`src/rtl/mul_seq.sv`:
```
// Iterative unsigned shift-add multiplier for the MUL/MULTU ALU path.
// A 3-state controller (IDLE -> ADD -> DONE) loads the operands, runs
// exactly WIDTH add/shift steps, and then publishes the 2*WIDTH-bit product.
// The latency is fixed: there is no early exit when the multiplier runs out
// of set bits.
module mul_seq #(
    parameter int WIDTH = 32,
    parameter int CNT_W = 6
) (
    input  logic                 CLK,
    input  logic                 reset,
    input  logic                 start,
    input  logic [WIDTH-1:0]     a,
    input  logic [WIDTH-1:0]     b,
    output logic                 busy,
    output logic                 done,
    output logic [2*WIDTH-1:0]   product
);

    typedef enum logic [1:0] {
        S_IDLE = 2'b00,
        S_ADD  = 2'b01,
        S_DONE = 2'b10
    } state_t;

    localparam logic [CNT_W-1:0] LAST_CNT = CNT_W'(WIDTH - 1);

    state_t                r_state;
    logic [2*WIDTH-1:0]    r_mcand;
    logic [WIDTH-1:0]      r_mplier;
    logic [2*WIDTH-1:0]    r_acc;
    logic [CNT_W-1:0]      r_cnt;
    logic                  r_busy;
    logic                  r_done;
    logic [2*WIDTH-1:0]    r_product;
    logic [2*WIDTH-1:0]    w_acc_next;

    // Accumulator value after this step's conditional add; it is also what
    // lands in the product register on the last step.
    always_comb begin
        w_acc_next = r_acc;
        if (r_mplier[0]) begin
            w_acc_next = r_acc + r_mcand;
        end
    end

    // Controller and datapath; busy/done are registered with the state so
    // they never depend combinationally on start.
    always_ff @(posedge CLK) begin
        if (!reset) begin
            r_state   <= S_IDLE;
            r_mcand   <= '0;
            r_mplier  <= '0;
            r_acc     <= '0;
            r_cnt     <= '0;
            r_busy    <= 1'b0;
            r_done    <= 1'b0;
            r_product <= '0;
        end else begin
            case (r_state)
                S_IDLE: begin
                    r_busy <= 1'b0;
                    r_done <= 1'b0;
                    if (start) begin
                        r_mcand  <= {{WIDTH{1'b0}}, a};
                        r_mplier <= b;
                        r_acc    <= '0;
                        r_cnt    <= '0;
                        r_busy   <= 1'b1;
                        r_state  <= S_ADD;
                    end
                end
                S_ADD: begin
                    r_acc    <= w_acc_next;
                    r_mcand  <= {r_mcand[2*WIDTH-2:0], 1'b0};
                    r_mplier <= {1'b0, r_mplier[WIDTH-1:1]};
                    r_cnt    <= r_cnt + 1'b1;
                    if (r_cnt == LAST_CNT) begin
                        r_product <= w_acc_next;
                        r_done    <= 1'b1;
                        r_state   <= S_DONE;
                    end
                end
                S_DONE: begin
                    r_busy  <= 1'b0;
                    r_done  <= 1'b0;
                    r_state <= S_IDLE;
                end
                default: begin
                    r_busy  <= 1'b0;
                    r_done  <= 1'b0;
                    r_state <= S_IDLE;
                end
            endcase
        end
    end

    assign busy    = r_busy;
    assign done    = r_done;
    assign product = r_product;

endmodule
```
`config.mk`:
```
export PLATFORM = sky130hd
export DESIGN_NAME = mul_seq
export DESIGN_NICKNAME = d
export VERILOG_FILES = /design/src/rtl/mul_seq.sv
export SDC_FILE = /design/constraint.sdc
export NUM_CORES = 1
export LEC_CHECK = 0
export ABC_AREA = 1
export CAP_MARGIN = 40
export CORE_MARGIN = 4
export CORE_UTILIZATION = 58
export CTS_CLUSTER_DIAMETER = 40
export DETAILED_ROUTE_END_ITERATION = 8
export GPL_ROUTABILITY_DRIVEN = 0
export GPL_TIMING_DRIVEN = 1
export PLACE_DENSITY = 0.8
export SYNTH_ARGS = -nofsm -noshare
export SYNTH_HDL_FRONTEND = slang
export SYNTH_SLANG_ARGS = --single-unit
```
`constraint.sdc`:
```
create_clock -name CLK -period 4.1 [get_ports CLK]
set_clock_uncertainty 0.1 [all_clocks]
set_input_delay 0.82 -clock CLK [delete_from_list [all_inputs] [get_ports CLK]]
set_output_delay 0.82 -clock CLK [all_outputs]
set_load 0.01 [all_outputs]
```
* Yosys cells after proc, flatten, opt, wreduce, memory -nomap -nowiden *
Index checks and enable logic that the tools add are counted.

cells by class
  mux-type cells = 14
  add/sub/neg operators = 2
  equal/unequal tests = 4
  reduce and logical (&&, ||, !) cells = 6

operators by type and width
  kind                                                 number
  case mux 64 bit (2 select lines)                     2
  2-to-1 mux 64 bit                                    3
  adder 64 bit                                         1
  case mux 32 bit (2 select lines)                     1
  2-to-1 mux 32 bit                                    1
  case mux 6 bit (2 select lines)                      1
  AND reduction 2 bit                                  4
  adder 6 x 1 -> 6 bit, second input constant          1
  equality test 6 x 5 -> 1 bit, second input constant  1
  2-to-1 mux 6 bit                                     1
  2-to-1 mux 2 bit                                     2
  != test 2 bit, second input constant                 2
  case mux 2 bit (2 select lines)                      1
  equality test 2 x 1 -> 1 bit, second input constant  1
  logical NOT 2 bit                                    1
  case mux 1 bit (2 select lines)                      1
  nonzero test 2 bit                                   1
  2-to-1 mux 1 bit                                     1

word-level totals
  bits in registers = 234
  logic and storage cells = 34
  output and inout bits = 66
  input port bits = 67

* Logic depth before layout (Yosys ltp) *
Gate-level depths: netlist of the first run.

  word-level depth = 3
  mapped depth = 17
  gate-level depth less buffers = 17

* Worst setup path after synthesis of the first run *
OpenSTA, ideal clock, no wires.

  kind = register to register
  from = reg r_mcand[0]
  to = reg r_product[48] (netlist: product[48])
  period minus slack after synthesis = 2.164 ns
  buffers on the path = 0
  slack = 1.936 ns
  stages on the path, launching flop included = 18
  data required time = 3.891 ns
  setup time = 0.109 ns
  arrival time = 1.956 ns
  cell sequence = dfxtp_1 -> ha_1 -> inv_1 -> fa_1 -> inv_1 -> nand3_1 -> nand2_1 -> nand2_1 -> nand2_1 -> nand2_1 -> nand2_1 -> nand3_1 -> nand3_1 -> nand2_1 -> nand3_1 -> nand3_1 -> nand2_1 -> inv_1

between the ends
  cells in the longest elaborated chain, start to end = 2

ends and longest elaborated chain
  what                      RTL line  RTL
  start: declaration        29        logic [2*WIDTH-1:0] r_mcand;
  start signal: assignment  65        r_mcand <= {{WIDTH{1'b0}}, a};
  start signal: assignment  75        r_mcand <= {r_mcand[2*WIDTH-2:0], 1'b0};
  adder 64 bit              43        w_acc_next = r_acc + r_mcand;
  2-to-1 mux 64 bit         42        if (r_mplier[0]) begin
  end signal: assignment    79        r_product <= w_acc_next;
  end: declaration          35        logic [2*WIDTH-1:0] r_product;

No other way between the ends.
A chain may end at the register's enable or synchronous reset.

* Worst setup path after layout of the first run *
  from = reg r_cnt[0]
  to = reg r_product[33] (netlist: product[33])

between the ends
  cells in the longest elaborated chain, start to end = 2

ends and longest elaborated chain
  what                                  RTL line  RTL
  start: declaration                    32        logic [CNT_W-1:0] r_cnt;
  start signal: assignment              77        r_cnt <= r_cnt + 1'b1;
  equality test 6 x 5 -> 1 bit          78        if (r_cnt == LAST_CNT) begin
  AND reduction 2 bit (no source line)  --

No other way between the ends.

==> impl_results.md, run 1 <==
- Status: completed
- GRT Total Usage: a little under a third
- Synthesized cell area: 15600 um^2
- Row count: 59
- Worst vdd ir: approximately 0.00033 V
- Cell mode on critical path: inv_2
- Post-route ant nets: 0
- Register area share after synthesis: a little under a third
- Unrepaired setup endpoints after global routing: false
- Clk slew on worst S/H paths: approximately 0.06 ns
- CTS Hold Buffers Added: 0
- Crit path largest cell delay: 0.43 ns
- DRC errors left: 0
- Cell taking the most area after synthesis: dfxtp_1
- Hold path start: r_mplier[30]$_SDFFE_PN0P_
- Nature of the critical path endpoint: flop
- Seq cells post-synth: roughly 230
- Worst hold path type: flop to flop
- Number of synthesized flops with an enable pin: 0
- I/O Pins: 133
- DP Wirelength: 34100 um
- Largest net degree at the start of global routing: 85
- Max_cap viols: 0
- Initial antenna violation count: 0
- CP startpoint kind: flop
- Max-slew headroom: between 30% and 40%
- Total power: a little over 0.006 W
- Core Area: roughly 26000 um^2
- Most common cell after layout, fill and taps aside: nand2_1
- 1st-iter DRT viols: ~1.7k
- Yosys warnings: 0
- Async set-reset flop share out of synthesis: 0%
- Synthesized instance count: about 2.6k
- Die X-Extent: about 170 um
- # setup viols final: 0
- Final hold viol count: 0
- Dpl ws: roughly 0.84 ns
- CTS tree: yes
- Worst-Skew Late Latency: 0.52 ns
- Synth-to-layout area growth: 17.5%
- H-tree depth: 2
- Final net count: between 2k and 3k
- Setup ws final: about 1.1 ns
- CP Cell Sequence: ha_1 > nand2_1 > nor2_2 > inv_2 > nor2_2 > inv_2 > nor2_2 > inv_2 > nor2_8 > inv_2 > nor2_4 > inv_2 > nand2_1 > o21ai_1 > inv_1
- Critical path class: flop to flop
- Launch point of the worst reg-to-reg path: r_cnt[0]$_SDFFE_PN0P_
- Worst setup path start: r_cnt[0]$_SDFFE_PN0P_
- Synthesized net count: ~2.8k
- Top FF cell, synth: dfxtp_1
- Critical-path cell with the highest stage delay: nor2_8
- I/O Buffers: between 100 and 150
- Die H: roughly 170 um
- Top cell type's share of synthesized area: 30.1%
- Fmax: about 340 MHz
- Worst Path Arrival: approximately 3.3 ns
- Critical Path RT: about 4.5 ns
- Synth area leaders: dfxtp_1 (30%), nand2_1 (24%), inv_1 (12%)
- Leak: between 9 and 10 nW
- Layout Cells excl Fill: 3079
- Initial core utilization: slightly below 60%
- CTS Root Cell: clkbuf_16
- Max Root-Sink Buffers: 3
- Final min period: between 2 and 3 ns
- Synth unique cells: 44
- Worst slew pin tran: between 0.9 and 1 ns
- Fin util: 69.8%
- Share of cells above drive strength 1: between 4 and 5%
- DRT Wirelength: 47300 um
- Post-CTS Setup Bufs: 0
- Most frequent cells in the layout: nand2_1 (1004), inv_1 (494), dfxtp_1 (233)
- Die area: roughly 30000 um^2
- Vias: 16.8k
- Ant. Diodes: 0
- Wire per inst: ~15 um
- Post-Syn Area per Cell: 5.95 um^2
- Critical Path Fanout Max: 36
- First-pass GRT wire length: around 76000 um
- Pwr/cell area: around 330 nW/um^2
- Placed Cells: roughly 3k
- TritonCTS Sinks: 234
- Via density per instance: about 5.4
- Post-route setup TNS: 0 ns
- Vias in the first global route: 15.6k
- Slew Viols, Final: 0
- Gr ovfl total: 0
- CTS resizes: 0
- First-pass DRT Iterations: 9
- CTS Buf Count: 36
- Period utilisation layout: around 70%
report_power, final:
part | switching, W | internal [W] | leakage, nW | total (W)
logic | 0.000336 | 0.000189 | 7.00 | 0.000525
registers | 0.0000472 | 0.00234 | 1.90 | 0.00239
clock network | 0.00118 | 0.00194 | 0.595 | 0.00312
flip-flops by register name, summed over array words and instances (netlist names):
signal    count
r_cnt         6
busy          1
r_mcand      64
r_mplier     32
r_acc        64
product      64
r_state       2
done          1
logic make-up (layout without fill, tap and decap cells):
kind of cell	after synthesis	after routing	share of synthesized area, %
adder cells (fa/ha/maj)	65	65	5.27
AO/OA/AOI/OAI	356	356	13.2
buffers and inverters	592	716	14.7
XOR/XNOR	30	30	1.69
AND/OR/NAND/NOR	1343	1343	35.0
flip-flops	234	234	30.1
Yosys cell counts (2+ instances only):
master / count
clkbuf_1: 55
xnor2_1: 13
nor3_2: 10
inv_2: 10
o211ai_1: 6
o21bai_1: 26
nor2_1: 112
buf_6: 6
dfxtp_1: 234
nand3_2: 3
nand4_1: 3
a22oi_1: 30
o21ai_1: 9
o21a_1: 7
nand2_2: 12
nor2_2: 16
inv_1: 494
a21oi_1: 56
a22o_1: 9
nand3_1: 169
nand2_1: 1004
or2_2: 2
o21ai_0: 171
clkinv_1: 2
o22ai_1: 34
buf_2: 18
xor2_1: 17
buf_1: 6
a32o_1: 2
nor3_1: 7
ha_1: 64
worst max-delay path: cells and delay by family (launching register included):
kind                       cells  cell delay (ns)
adders and majority gates      1             0.19
and+or+nand+nor                7             1.20
AOI/OAI and AO/OA              1             0.08
DFF                            1             0.41
buffers and inverters          6             0.92
through the flow:
stage	cell area [um^2]	hold WS, ns
CTS	18300	0.366
finish	18300	0.362
detailed placement	17100	0.352
floorplan	15600	0.329
global route	18300	0.385
global placement	17000	0.340
per-layer routing:
layer  share of wire, %  global-route usage, %  wire (um)  up-vias
met5                  0                      0          0        -
met2                 43                   49.9      20200      826
met4                3.4                   10.5       1600        0
li1                   -                      -          -     8275
met3                 11                   5.65       5070      132
met1                 43                   43.8      20500     7520
worst paths after layout:
kind,end,slack (ns),cells after the start
worst max-delay path,product[33]$_SDFFE_PN0P_,1.15,15
worst min-delay path,r_mplier[30]$_SDFFE_PN0P_,0.36,2
worst max register to register,product[33]$_SDFFE_PN0P_,1.15,15
worst min register to register,r_mplier[30]$_SDFFE_PN0P_,0.36,2
cell type report:
type,count,area [um^2]
inverters,506,1900
repair buffers,147,1470
multi-input cells,1794,8610
clock buffers,43,947
flip-flops and latches,234,4690
fillers,2272,7910
clock inverters,20,269
well taps,335,419
Note: power is estimated with default switching activity, not from simulation.
==> inputs of run 2 (changes only) <==
==> constraint.sdc (replaced) <==
create_clock -name CLK -period 3 [get_ports CLK]
set_clock_uncertainty 0.1 [all_clocks]
set_input_delay 0.6 -clock CLK [delete_from_list [all_inputs] [get_ports CLK]]
set_output_delay 0.6 -clock CLK [all_outputs]
set_load 0.01 [all_outputs]
==> run 2 against run 1 <==
- register-to-register slack got worse by 0.95 ns
- sequential share of layout area fell by 0.11 points
- cell count grew 0.26%
- total power rose by 37%
- global-route usage rose by 0.57 points
- sequential power is 36% higher
- clock power rose by 37%
==> impl_results.md, run 2 (synthesis results as in run 1) <==
- Worst setup path start: r_mcand[0]$_SDFFE_PN0P_ (was r_cnt[0]$_SDFFE_PN0P_)
- Max Root-Sink Buffers: 3 (unchanged)
- Reg2Reg Setup Slack: 0.20 ns (was 1.15 ns)
- Die H: 172 um (unchanged)
- Post-route ant nets: 0 (unchanged)
- Worst Path Arrival: 3.13 ns (was 3.32 ns)
- Die X-Extent: 172 um (unchanged)
- Worst-Skew Late Latency: 0.53 ns (was 0.52 ns)
- Synth-to-layout area growth: 18.0% (was 17.5%)
- GRT Total Usage: 32.1% (was 31.6%)
- Largest net degree at the start of global routing: 82 (was 85)
- Wire per inst: 15.6 um (was 15.4 um)
- Vias in the first global route: 15.7k (was 15.6k)
- Worst slew pin tran: 0.804 ns (was 0.989 ns)
- First-pass GRT wire length: 77100 um (was 76100 um)
- Period utilisation layout: 93.4% (was 72.1%)
- Unrepaired setup endpoints after global routing: false (unchanged)
- Max_cap viols: 0 (unchanged)
- Dpl ws: 0.328 ns (was 0.839 ns)
- Critical Path RT: 3.32 ns (was 4.47 ns)
- Reg area: 4690 um^2 (unchanged)
- Core Area: 26200 um^2 (unchanged)
- Max-slew headroom: 46.3% (was 33.8%)
- Status: completed (unchanged)
- CTS tree: yes (unchanged)
- Leak: 9.53 nW (was 9.49 nW)
- Setup ws final: 0.199 ns (was 1.15 ns)
- CP startpoint kind: flop (unchanged)
- I/O Buffers: 132 (unchanged)
- Most frequent cells in the layout: nand2_1 (1004), inv_1 (494), dfxtp_1 (233) (unchanged)
- Critical path class: flop to flop (unchanged)
- Most common cell after layout, fill and taps aside: nand2_1 (unchanged)
- Slew Viols, Final: 0 (unchanged)
- Row count: 59 (unchanged)
- Gr ovfl total: 0 (unchanged)
- Clk slew on worst S/H paths: 0.06 ns (about the same)
- Final min period: 2.80 ns (was 2.95 ns)
- H-tree depth: 2 (unchanged)
- Worst R2R End: product[36]$_SDFFE_PN0P_ (was product[33]$_SDFFE_PN0P_)
- Critical Path Fanout Max: 4 (was 36)
- Share of cells above drive strength 1: 5.16% (was 4.85%)
- CTS resizes: 0 (unchanged)
- Fillers: 2322 (was 2272)
- # setup viols final: 0 (unchanged)
- Initial core utilization: 59.5% (unchanged)
- Post-CTS Setup Bufs: 0 (unchanged)
- 1st-iter DRT viols: 1598 (was 1738)
- I/O Pins: 133 (unchanged)
- DRC errors left: 0 (unchanged)
- Worst R2R Path Depth: 17 (was 15)
- Worst hold path type: flop to flop (unchanged)
- Vias: 16.8k (about the same)
- Nature of the critical path endpoint: flop (unchanged)
- Worst vdd ir: 0.000355 V (was 0.000335 V)
- Final net count: 2856 (was 2851)
- Area taken by multi-input logic gates: 8610 um^2 (unchanged)
- CTS Buf Count: 35 (was 36)
- CTS Root Cell: clkbuf_16 (unchanged)
- Final hold viol count: 0 (unchanged)
- Launch point of the worst reg-to-reg path: r_mcand[0]$_SDFFE_PN0P_ (was r_cnt[0]$_SDFFE_PN0P_)
- DRT Wirelength: 48000 um (was 47300 um)
- TritonCTS Sinks: 234 (unchanged)
- Fmax: 357 MHz (was 338 MHz)
- Die area: 29500 um^2 (unchanged)
- Via density per instance: 5.44 (about the same)
- Post-route setup TNS: 0 ns (unchanged)
- Setup crit end: product[36]$_SDFFE_PN0P_ (was product[33]$_SDFFE_PN0P_)
- DP Wirelength: 35300 um (was 34100 um)
- Initial antenna violation count: 1 (was 0)
- CTS Hold Buffers Added: 0 (unchanged)
- Pwr/cell area: 450 nW/um^2 (was 330 nW/um^2)
- First-pass DRT Iterations: 5 (was 9)
-- run 2: cell count changes in the layout (fill, tap and decap cells not counted) --
cell,delta
buf_4,+4
buf_16,-1
clkbuf_1,-2
inv_8,-2
clkbuf_8,+1
clkinv_2,+3
clkinv_4,+1
buf_8,-1
diode_2,+1
buf_12,+4
-- run 2: power breakdown --
group | total [W] | internal (W) | leakage (nW) | switching, W
logic | 0.000742 | 0.000270 | 7.03 | 0.000472
clock network | 0.00427 | 0.00266 | 0.604 | 0.00161
registers | 0.00326 | 0.00320 | 1.90 | 0.0000586
total | 0.00827 | 0.00613 | 9.53 | 0.00214
-- run 2: worst min path at each step --
stage                               from  slack (ns)  cells after the start                   endpoint
2_1_floorplan  r_mplier[19]$_SDFFE_PN0P_        0.33                      2  r_mplier[19]$_SDFFE_PN0P_
5_1_grt           r_acc[30]$_SDFFE_PN0P_        0.38                      2     r_acc[30]$_SDFFE_PN0P_
6_report       r_mplier[14]$_SDFFE_PN0P_        0.36                      2  r_mplier[14]$_SDFFE_PN0P_
4_1_cts        r_mplier[14]$_SDFFE_PN0P_        0.36                      2  r_mplier[14]$_SDFFE_PN0P_
3_5_place_dp   r_mplier[14]$_SDFFE_PN0P_        0.35                      2  r_mplier[14]$_SDFFE_PN0P_
3_3_place_gp   r_mplier[14]$_SDFFE_PN0P_        0.34                      2  r_mplier[14]$_SDFFE_PN0P_
-- run 2: cell type report --
class                      instances  share of cell area, %
clock inverter                    22                   1.47
sequential                       234                   25.5
inverter                         506                   10.3
antenna                            1                 0.0136
clock buffer                      42                   5.19
tap                              335                   2.28
timing repair buffer             153                   8.36
multi-input combinational       1794                   46.9
-- run 2: metal layers --
metal | vias up | part of all wire (%) | global-route usage, %
met5 | - | 0 | 0
met4 | 0 | 3.5 | 10.5
met3 | 125 | 12 | 7.54
met2 | 850 | 42 | 48.8
met1 | 7549 | 43 | 45.2
li1 | 8271 | - | -
-- run 2: critical path: stages (launching register included) --
cell	delay, ns
dfxtp_1	0.34
ha_1	0.21
inv_1	0.09
fa_1	0.40
inv_1	0.14
nand3_1	0.09
nand2_1	0.17
nand3_1	0.09
nand3b_1	0.19
nand2_1	0.07
nand2_1	0.20
nand2_1	0.11
nand2_1	0.08
nand2_1	0.05
nand3_1	0.14
nand3_1	0.09
nand2_1	0.08
inv_1	0.05
-- run 2: through the flow --
| step | power (W) | std cells | util (%) | cell area [um^2] | hold slack, ns |
|---|---|---|---|---|---|
| detailed placement | 0.00405 | 3022 | 65.5 | 17200 | 0.350 |
| finish | 0.00827 | 3087 | 70.1 | 18400 | 0.361 |
| global route | 0.00852 | 3086 | 70.1 | 18400 | 0.385 |
| global placement | 0.00403 | 3022 | 65.5 | 17200 | 0.339 |
| CTS | 0.00829 | 3086 | 70.1 | 18400 | 0.363 |
| floorplan | 0.00377 | 2620 | - | 15600 | 0.329 |
==> inputs of run 3 (changes only) <==
--- a/config.mk
+++ b/config.mk
@@ -10,10 +10,12 @@
 export CORE_MARGIN = 4
 export CORE_UTILIZATION = 58
 export CTS_CLUSTER_DIAMETER = 40
+export CTS_CLUSTER_SIZE = 40
 export DETAILED_ROUTE_END_ITERATION = 8
 export GPL_ROUTABILITY_DRIVEN = 0
 export GPL_TIMING_DRIVEN = 1
 export PLACE_DENSITY = 0.8
+export SKIP_LAST_GASP = 1
 export SYNTH_ARGS = -nofsm -noshare
 export SYNTH_HDL_FRONTEND = slang
 export SYNTH_SLANG_ARGS = --single-unit
==> run 3 against run 2 <==
- combinational power is essentially flat
- highest routed layer unchanged
- critical path type unchanged
- non-clock buffer count is the same
- largest power group unchanged
- first-iteration DRC count grew 11%
==> impl_results.md, run 3 (synthesis results as in run 1) <==
- Worst Path Arrival: 3.12 ns (was 3.13 ns)
- Vias: 16.8k (about the same)
- Leak: 9.55 nW (was 9.53 nW)
- Max Root-Sink Buffers: 3 (unchanged)
- Area taken by multi-input logic gates: 8610 um^2 (unchanged)
- Most common cell after layout, fill and taps aside: nand2_1 (unchanged)
- Critical Path RT: 3.33 ns (was 3.32 ns)
- Pwr/cell area: 457 nW/um^2 (was 450 nW/um^2)
- Unrepaired setup endpoints after global routing: false (unchanged)
- CTS Hold Buffers Added: 0 (unchanged)
- Final min period: 2.79 ns (was 2.80 ns)
- Final hold viol count: 0 (unchanged)
- Critical path class: flop to flop (unchanged)
- TritonCTS Sinks: 234 (unchanged)
- Worst hold path type: flop to flop (unchanged)
- Critical Path Fanout Max: 4 (unchanged)
- First-pass GRT wire length: 77500 um (was 77100 um)
- Nature of the critical path endpoint: flop (unchanged)
- Gr ovfl total: 0 (unchanged)
- Final net count: 2855 (was 2856)
- GR Layer Usage met1: 45.5% (was 45.2%)
- Slew Viols, Final: 0 (unchanged)
- Max_cap viols: 0 (unchanged)
- # setup viols final: 0 (unchanged)
- DRT Wirelength: 48200 um (was 48000 um)
- Worst-Skew Late Latency: 0.54 ns (was 0.53 ns)
- I/O Pins: 133 (unchanged)
- Crit path largest cell delay: 0.40 ns (about the same)
- 1st-iter DRT viols: 1767 (was 1598)
- CTS tree: yes (unchanged)
- Share of cells above drive strength 1: 5.17% (was 5.16%)
- Post-route ant nets: 0 (unchanged)
- Post-route setup TNS: 0 ns (unchanged)
- Wire per inst: 15.6 um (about the same)
- Synth-to-layout area growth: 18.3% (was 18.0%)
- GRT busiest layer: met2 (unchanged)
- Status: completed (unchanged)
- Setup crit end: product[36]$_SDFFE_PN0P_ (unchanged)
- Total net switching power: 0.00224 W (was 0.00214 W)
- Period utilisation layout: 92.9% (was 93.4%)
- Fmax: 359 MHz (was 357 MHz)
- Initial antenna violation count: 1 (unchanged)
- Worst vdd ir: 0.000390 V (was 0.000355 V)
- Vias in the first global route: 15.7k (about the same)
- Internal power: 0.00619 W (was 0.00613 W)
- DP Wirelength: 35300 um (unchanged)
- Row count: 59 (unchanged)
- Initial core utilization: 59.5% (unchanged)
- Largest net degree at the start of global routing: 82 (unchanged)
- Reg2Reg Setup Slack: 0.21 ns (was 0.20 ns)
- Clk network pwr share: 52.6% (was 51.6%)
- DRC errors left: 0 (unchanged)
- CTS Root Cell: clkbuf_16 (unchanged)
- Setup ws final: 0.214 ns (was 0.199 ns)
- Die X-Extent: 172 um (unchanged)
- Launch point of the worst reg-to-reg path: r_mcand[0]$_SDFFE_PN0P_ (unchanged)
- H-tree depth: 2 (unchanged)
- Fin util: 70.3% (was 70.1%)
- Worst slew pin tran: 0.783 ns (was 0.804 ns)
- CTS Buf Count: 34 (was 35)
- Worst R2R Path Depth: 17 (unchanged)
- First-pass DRT Iterations: 8 (was 5)
- Share of power burned in registers: 38.6% (was 39.4%)
- Worst setup path start: r_mcand[0]$_SDFFE_PN0P_ (unchanged)
- Met2 layer usage reported by global route: 48.6% (was 48.8%)
- Die area: 29500 um^2 (unchanged)
- Most frequent cells in the layout: nand2_1 (1004), inv_1 (494), dfxtp_1 (233) (unchanged)
- CP startpoint kind: flop (unchanged)
- CTS resizes: 0 (unchanged)
- Worst R2R End: product[36]$_SDFFE_PN0P_ (unchanged)
- I/O Buffers: 132 (unchanged)
- Comb pwr share: 8.8% (was 9.0%)
- Via density per instance: 5.44 (about the same)
- Dpl ws: 0.328 ns (unchanged)
- M3 GR Usage: 7.57% (was 7.54%)
- Core Area: 26200 um^2 (unchanged)
- Max-slew headroom: 47.7% (was 46.3%)
- Post-CTS Setup Bufs: 0 (unchanged)
- Critical-path cell with the highest stage delay: fa_1 (unchanged)
- CP Cell Sequence: ha_1 > inv_1 > fa_1 > inv_1 > nand3_1 > nand2_1 > nand3_1 > nand3b_1 > nand2_1 > nand2_1 > nand2_1 > nand2_1 > nand2_1 > nand3_1 > nand3_1 > nand2_1 > inv_1 (unchanged)
- Die H: 172 um (unchanged)
- Cell mode on critical path: nand2_1 (unchanged)
- Clk slew on worst S/H paths: 0.06 ns (about the same)
- Sw Ratio: 26.5% (was 25.8%)
- Fillers: 2312 (was 2322)
- Reg area: 4690 um^2 (unchanged)
- GRT Total Usage: 32.3% (was 32.1%)
-- run 3: critical path, delay by kind of cell, from the launching register on --
kind	cells	cell delay, ns
fa+ha+maj	2	0.62
buf+inv	3	0.28
flops	1	0.34
simple gates	12	1.34
-- run 3: routing by layer --
layer	share of wire (%)	wire, um
met5	0	0
met1	43	20900
met2	42	20200
met3	11	5360
met4	3.6	1760
-- run 3: layout make-up --
class	instances	share of cell area, %
multi-input combinational	1794	46.7
sequential	234	25.4
inverter	506	10.3
timing repair buffer	153	8.34
clock buffer	36	4.71
tap	335	2.27
clock inverter	26	2.19
antenna	1	0.0136
-- run 3: per-stage QoR --
step | hold slack, ns | total power [W] | instances | instance area, um^2
after detailed placement | 0.350 | 0.00405 | 3022 | 17200
after floorplan | 0.329 | 0.00377 | 2620 | 15600
after CTS | 0.366 | 0.00845 | 3084 | 18400
final | 0.362 | 0.00843 | 3085 | 18400
after global routing | 0.386 | 0.00868 | 3084 | 18400
after global placement | 0.339 | 0.00403 | 3022 | 17200
-- run 3: how the worst min path moves through the flow --
| stage | from | end | slack, ns | cells past startpoint |
|---|---|---|---|---|
| 3_3_place_gp | r_mplier[14]$_SDFFE_PN0P_ | r_mplier[14]$_SDFFE_PN0P_ | 0.34 | 2 |
| 4_1_cts | r_mplier[14]$_SDFFE_PN0P_ | r_mplier[14]$_SDFFE_PN0P_ | 0.37 | 2 |
| 2_1_floorplan | r_mplier[19]$_SDFFE_PN0P_ | r_mplier[19]$_SDFFE_PN0P_ | 0.33 | 2 |
| 5_1_grt | r_acc[30]$_SDFFE_PN0P_ | r_acc[30]$_SDFFE_PN0P_ | 0.39 | 2 |
| 6_report | r_mplier[14]$_SDFFE_PN0P_ | r_mplier[14]$_SDFFE_PN0P_ | 0.36 | 2 |
| 3_5_place_dp | r_mplier[14]$_SDFFE_PN0P_ | r_mplier[14]$_SDFFE_PN0P_ | 0.35 | 2 |
-- run 3: power groups by stage --
| stage | logic (W) | clock network (W) | registers [W] |
|---|---|---|---|
| final | 0.000742 | 0.00443 | 0.00325 |
| after global routing | 0.000818 | 0.00460 | 0.00326 |
| after CTS | 0.000734 | 0.00447 | 0.00325 |
| after detailed placement | 0.000728 | 0 | 0.00332 |
| after global placement | 0.000716 | 0 | 0.00332 |
| after floorplan | 0.000467 | 0 | 0.00330 |
